## src/rtl/msg_sched.sv

```systemverilog
`default_nettype none
`timescale 1ns/1ps
// +----------------------------------------------------------------------------+
// | Module   : msg_sched                                                       |
// | Purpose  : SHA-256 message schedule generator. Loads one 512-bit block as  |
// |            sixteen 32-bit words (M0 first) and streams W0..W63, deriving   |
// |            W16..W63 on the fly in a 16-entry circular buffer.              |
// | Ports    : clk, rst_n (async, active-low)                                  |
// |            in_valid/in_ready/in_data[31:0]   - message word stream         |
// |            out_valid/out_ready/out_data[31:0]/out_last - schedule stream   |
// |            w_idx[5:0] - index of out_data (only with MSG_SCHED_IDX_EN)     |
// | Options  : define MSG_SCHED_IDX_EN to add the w_idx output.                |
// | Revision : 1.0 - initial release                                           |
// +----------------------------------------------------------------------------+
module msg_sched (
  input  logic        clk,
  input  logic        rst_n,
  input  logic        in_valid,
  output logic        in_ready,
  input  logic [31:0] in_data,
  output logic        out_valid,
  input  logic        out_ready,
  output logic [31:0] out_data,
  output logic        out_last
`ifdef MSG_SCHED_IDX_EN
  ,
  output logic [5:0]  w_idx
`endif
);

  typedef enum logic [0:0] {
    LOAD = 1'b0,
    EMIT = 1'b1
  } state_t;

  state_t      r_state;
  state_t      w_state_nxt;
  logic        w_in_hs;
  logic        w_out_hs;

  logic [31:0] r_buf [16];
  logic [5:0]  r_t;
  logic        r_out_valid;
  logic [31:0] r_out_data;
  logic        r_out_last;

  function automatic logic [31:0] sig0(input logic [31:0] x);
    return {x[6:0], x[31:7]} ^ {x[17:0], x[31:18]} ^ (x >> 3);
  endfunction

  function automatic logic [31:0] sig1(input logic [31:0] x);
    return {x[16:0], x[31:17]} ^ {x[18:0], x[31:19]} ^ (x >> 10);
  endfunction

  // Next index n = t+1 and its buffer slot. The four taps W[n-2], W[n-7],
  // W[n-15], W[n-16] are found by wrapping the 4-bit slot index; W[n-16]
  // shares slot n mod 16, which is exactly the slot W[n] overwrites.
  logic [5:0]  w_n;
  logic [3:0]  w_s;
  logic [31:0] w_gen;
  logic [31:0] w_next;

  assign w_n    = r_t + 6'd1;
  assign w_s    = w_n[3:0];
  assign w_gen  = sig1(r_buf[w_s - 4'd2]) + r_buf[w_s - 4'd7]
                + sig0(r_buf[w_s - 4'd15]) + r_buf[w_s];
  assign w_next = (w_n[5:4] != 2'd0) ? w_gen : r_buf[w_s];

  // in_ready is a pure decode of the state flop, so no path from out_ready.
  assign in_ready  = (r_state == LOAD);
  assign out_valid = r_out_valid;
  assign out_data  = r_out_data;
  assign out_last  = r_out_last;

  always_ff @(posedge clk or negedge rst_n) begin
    if (!rst_n) r_state <= LOAD;
    else        r_state <= w_state_nxt;
  end

  always_comb begin
    w_state_nxt = r_state;
    w_in_hs     = 1'b0;
    w_out_hs    = 1'b0;
    case (r_state)
      LOAD: begin
        w_in_hs = in_valid;
        if (in_valid && (r_t[3:0] == 4'd15)) w_state_nxt = EMIT;
      end
      EMIT: begin
        w_out_hs = r_out_valid && out_ready;
        if (w_out_hs && (r_t == 6'd63)) w_state_nxt = LOAD;
      end
      default: w_state_nxt = LOAD;
    endcase
  end

`ifdef MSG_SCHED_IDX_EN
  logic [5:0] r_idx;
  assign w_idx = r_idx;
`endif

  always_ff @(posedge clk or negedge rst_n) begin
    if (!rst_n) begin
      for (int i = 0; i < 16; i++) r_buf[i] <= 32'd0;
      r_t         <= 6'd0;
      r_out_valid <= 1'b0;
      r_out_data  <= 32'd0;
      r_out_last  <= 1'b0;
`ifdef MSG_SCHED_IDX_EN
      r_idx       <= 6'd0;
`endif
    end else begin
      if (w_in_hs) begin
        r_buf[r_t[3:0]] <= in_data;
        if (r_t[3:0] == 4'd15) begin
          // Slot 0 already holds M0; only slot 15 is written on this edge.
          r_out_data  <= r_buf[0];
          r_out_valid <= 1'b1;
          r_out_last  <= 1'b0;
          r_t         <= 6'd0;
`ifdef MSG_SCHED_IDX_EN
          r_idx       <= 6'd0;
`endif
        end else begin
          r_t <= r_t + 6'd1;
        end
      end

      if (w_out_hs) begin
        if (r_t == 6'd63) begin
          r_out_valid <= 1'b0;
          r_out_last  <= 1'b0;
          r_t         <= 6'd0;
        end else begin
          r_out_data <= w_next;
          r_out_last <= (w_n == 6'd63);
          r_t        <= w_n;
          if (w_n[5:4] != 2'd0) r_buf[w_s] <= w_gen;
`ifdef MSG_SCHED_IDX_EN
          r_idx      <= w_n;
`endif
        end
      end
    end
  end

endmodule
`default_nettype wire

```

## config.mk

```make
export PLATFORM = sky130hd
export DESIGN_NAME = msg_sched
export DESIGN_NICKNAME = d
export VERILOG_FILES = /design/src/rtl/msg_sched.sv
export SDC_FILE = /design/constraint.sdc
export NUM_CORES = 2
export LEC_CHECK = 0
export ABC_AREA = 1
export BUFFER_PORTS_ARGS = -buffer_cell sky130_fd_sc_hd__buf_2
export CORE_ASPECT_RATIO = 0.5
export CORE_MARGIN = 8
export CORE_UTILIZATION = 41
export DETAILED_ROUTE_END_ITERATION = 12
export PLACE_DENSITY = 0.62
export SLEW_MARGIN = 40
export SYNTH_ARGS = -nofsm -noshare
export SYNTH_HDL_FRONTEND = slang
export SYNTH_SLANG_ARGS = --single-unit
export TNS_END_PERCENT = 50
```

## constraint.sdc

```tcl
create_clock -name clk -period 6.6 [get_ports clk]
set_input_delay 1.32 -clock clk [delete_from_list [all_inputs] [get_ports clk]]
set_output_delay 1.32 -clock clk [all_outputs]
set_load 0.05 [all_outputs]
```

==> out/qor.txt <==
SETUP PATH
--------------------------------------------------------------------------------------
Type of the worst setup path                                              flip-flop to flip-flop
Kind of start point of the critical path                                     flip-flop
Most prevalent standard cell on the critical path                         sky130_fd_sc_hd__buf_4
Arrival time at the worst endpoint                                             7000 ps
Req. time, crit path                                                           7140 ps
Slowest cell delay on critical path                                             570 ps
Critical path capture point type                                             flip-flop
Library cell contributing the largest single delay on the critical path   sky130_fd_sc_hd__fa_1
Peak fanout along the critical path                                                 41

ROUTE
--------------------------------------------------------------------------------------
Number of detailed-routing iterations run before antenna repair                      9
Antenna viol nets, final                                                             0
Average routed wire per standard cell                                          27.9 um
Via count                                                                       49,446
Detailed-route DRC error count                                                       0
Post-detailed-route via-to-cell ratio                                             6.17
Total length of routed wires                                                    223 mm
Starting DRC count in detailed routing                                           8,626

TIMING
--------------------------------------------------------------------------------------
Pin slew with the least headroom to its limit                                   958 ps
Setup TNS                                                                         0 ps
Clock skew                                                                     26.2 ps
Achievable frequency                                                           155 MHz
Endpoints failing hold                                                               0
Time the worst path needs with I/O delays and setup                            6460 ps
Slew headroom                                                                    0.361
Final critical-path share of the clock period                                    0.979
Max-slew violation count                                                             0
Setup violation total in the final timing report                                     0
RSZ-0062 raised after global routing                                             false

GLOBAL ROUTING
--------------------------------------------------------------------------------------
Largest net degree at the start of global routing                                  141
Number of global-route vias before repair                                       43,869
Final global-route overflow total                                                    0
Total global routing track utilization                                           0.360
Global-route wire length before repair                                          315 mm
Initial antenna violation count                                                     28

CTS
--------------------------------------------------------------------------------------
Count of hold-fix buffers inserted at cts                                            0
CTS sink cnt                                                                       553
Clk pin slew, worst setup/hold paths                                             70 ps
Total number of H-tree levels                                                        2
CTS tree                                                                           yes
Number of clock buffers inserted by TritonCTS                                       57
Clock buffer depth                                                                   3
Worst skew pair latency                                                         680 ps
Cell chosen for the clock root                                            sky130_fd_sc_hd__clkbuf_16

MIN PATH
--------------------------------------------------------------------------------------
Type of the worst min-delay path                                          flip-flop to flip-flop

CELLS AND AREA
--------------------------------------------------------------------------------------
Area of the multi-input gates                                              25,700 um^2
Number of nets in the layout                                                     6,679
Flip-flop and latch area                                                   13,800 um^2
Layout cell share with drive strength beyond 1                                   0.124
Total of fill cells in the finished design                                      10,517
Area growth, synth to finish                                                     14.6%

PLACEMENT
--------------------------------------------------------------------------------------
Number of port buffers                                                              70
Gp weighted congestion                                                            1.06
DP Wirelength                                                                   153 mm

SYNTH
--------------------------------------------------------------------------------------
Post-Synthesis Cell Area                                                   43,500 um^2
Number of synthesis warnings                                                         0
Syn Nets                                                                         6,639
Main synth FF type                                                        sky130_fd_sc_hd__dfrtp_1
Area contributors post-synth                                              sky130_fd_sc_hd__dfrtp_1 32%, sky130_fd_sc_hd__o21ai_0 15%, sky130_fd_sc_hd__nand2_1 15%
Post-synthesis sequential area ratio                                             0.318
Commonest cells in the synthesized netlist                                1,682 x sky130_fd_sc_hd__nand2_1, 1,344 x sky130_fd_sc_hd__o21ai_0, 553 x sky130_fd_sc_hd__dfrtp_1
Share of flip-flops with an asynchronous set or reset                             1.00
Most common cell in the synthesized netlist                               sky130_fd_sc_hd__nand2_1
Post-synth cell types                                                               62
Mapped Avg Cell Area                                                         6.69 um^2
Share of Yosys cell area claimed by the top area cell type                       0.318
Count of mapped cells out of synthesis                                           6,504
Largest area contributor in the netlist                                   sky130_fd_sc_hd__dfrtp_1
Flip-flop and latch count after synthesis                                          553
Post-synth EDFFs                                                                     0

FLOORPLANNING
--------------------------------------------------------------------------------------
Floorplan row count                                                                 84
Core Region                                                               105,000 um^2
Starting density of the core                                                     0.414
DIE WIDTH                                                                       477 um
Total die area                                                            118,000 um^2
# IOs                                                                               71
Die Y                                                                           246 um

STATUS
--------------------------------------------------------------------------------------
Status                                                                    finished, final reports clean

FLOW RUN
--------------------------------------------------------------------------------------
Number of max-capacitance violations reported                                        0

[stage by stage]
| step | utilization | cells | worst slack, ps | instance area [um^2] | hold slack, ps |
|---|---|---|---|---|---|
| detailed placement | 0.452 | 7891 | -293 | 47500 | 493 |
| global route | 0.474 | 8010 | 0.00311 | 49900 | 536 |
| floorplan | - | 6504 | 5.55 | 43500 | 463 |
| CTS | 0.470 | 7989 | 12.2 | 49500 | 508 |
| global placement | 0.450 | 7884 | -302 | 47400 | 481 |
| finish | 0.474 | 8017 | 139 | 49900 | 501 |
[state kept, by name (all words and copies together), names as in the netlist]
register	count
out_valid	1
r_t	6
r_buf	512
out_last	1
r_state	1
out_data	32
[worst max-delay path: cells and delay by family (launching register included)]
kind | cells | cell delay (ps)
xor+xnor | 2 | 340
fa+ha+maj | 4 | 1610
compound gates | 8 | 1640
simple gates | 6 | 680
buf+inv | 9 | 1480
flops | 1 | 520
[area by class of cell]
type | count | area share
multi-input cells | 4909 | 0.515
flip-flops and latches | 553 | 0.277
clock buffers | 81 | 0.0334
inverters | 515 | 0.0392
repair buffers | 508 | 0.0934
diodes | 15 | 0.000752
clock inverters | 17 | 0.00501
well taps | 1419 | 0.0356
[cell families (layout without fill, tap and decap cells)]
logic type,count (synthesis),after routing,share of synthesized area
DFF,553,553,0.318
muxes,122,122,0.0295
AOI/OAI and AO/OA,2189,2189,0.270
adders and majority gates,99,99,0.0391
buffers and inverters,1042,1121,0.0993
xor gates and xnor gates,130,130,0.0263
and+or+nand+nor,2369,2369,0.218
other,0,15,0
[path summary, 6_finish.rpt]
check | from | end | cells past startpoint | slack, ps
max | r_t[0] | r_buf[82] | 29 | 140
min | r_state | r_state | 2 | 500
max reg2reg | r_t[0] | r_buf[82] | 29 | 140
min reg2reg | r_state | r_state | 2 | 500
max in group asynchronous | rst_n | r_buf[150] | 3 | 4470
min in group asynchronous | rst_n | r_buf[384] | 1 | 680
[placed cells by master (no fill, tap or decap), types with 9 or more instances in the layout]
master,synthesis,routed
sky130_fd_sc_hd__a211oi_1,12,11
sky130_fd_sc_hd__a21oi_1,425,421
sky130_fd_sc_hd__a221oi_1,16,15
sky130_fd_sc_hd__a22oi_1,15,15
sky130_fd_sc_hd__a31oi_1,103,101
sky130_fd_sc_hd__a31oi_2,11,12
sky130_fd_sc_hd__a32o_1,9,9
sky130_fd_sc_hd__buf_12,0,60
sky130_fd_sc_hd__buf_2,177,69
sky130_fd_sc_hd__buf_4,31,355
sky130_fd_sc_hd__clkbuf_1,283,11
sky130_fd_sc_hd__clkbuf_16,0,62
sky130_fd_sc_hd__clkbuf_8,0,11
sky130_fd_sc_hd__dfrtp_1,553,552
sky130_fd_sc_hd__diode_2,0,15
sky130_fd_sc_hd__fa_1,62,62
sky130_fd_sc_hd__ha_1,37,35
sky130_fd_sc_hd__inv_1,478,474
sky130_fd_sc_hd__inv_2,33,31
sky130_fd_sc_hd__mux2_2,46,46
sky130_fd_sc_hd__mux2i_1,74,74
sky130_fd_sc_hd__nand2_1,1682,1667
sky130_fd_sc_hd__nand2_2,15,25
sky130_fd_sc_hd__nand3_1,258,255
sky130_fd_sc_hd__nand3_2,12,15
sky130_fd_sc_hd__nor2_1,351,338
sky130_fd_sc_hd__nor2_4,7,21
sky130_fd_sc_hd__nor3_1,11,11
sky130_fd_sc_hd__o211ai_1,85,85
sky130_fd_sc_hd__o21ai_0,1344,1339
sky130_fd_sc_hd__o21ai_1,100,102
sky130_fd_sc_hd__o21ai_2,15,18
sky130_fd_sc_hd__o21bai_1,11,11
sky130_fd_sc_hd__o22ai_1,21,21
sky130_fd_sc_hd__xnor2_1,30,26
sky130_fd_sc_hd__xor2_1,99,97
[repair_timing]
item                       4_1_cts  5_1_grt
setup endpoints to repair      264      384
pin swaps                        0        4
cloned                           0        3
gates resized for setup          6       39
buffers inserted                 0        8
[metal layers]
metal  global-route usage  routed length, um  vias up
met5                    0                267        -
met4                0.145              10300       18
met3                0.115              34600      617
met2                0.493              86300     3687
met1                0.520              92000    23406
li1                     -                  -    21718
Power is left out: the tool's default activity adds up to more than one toggle a clock period on the data nets, which glitch-free logic cannot reach.
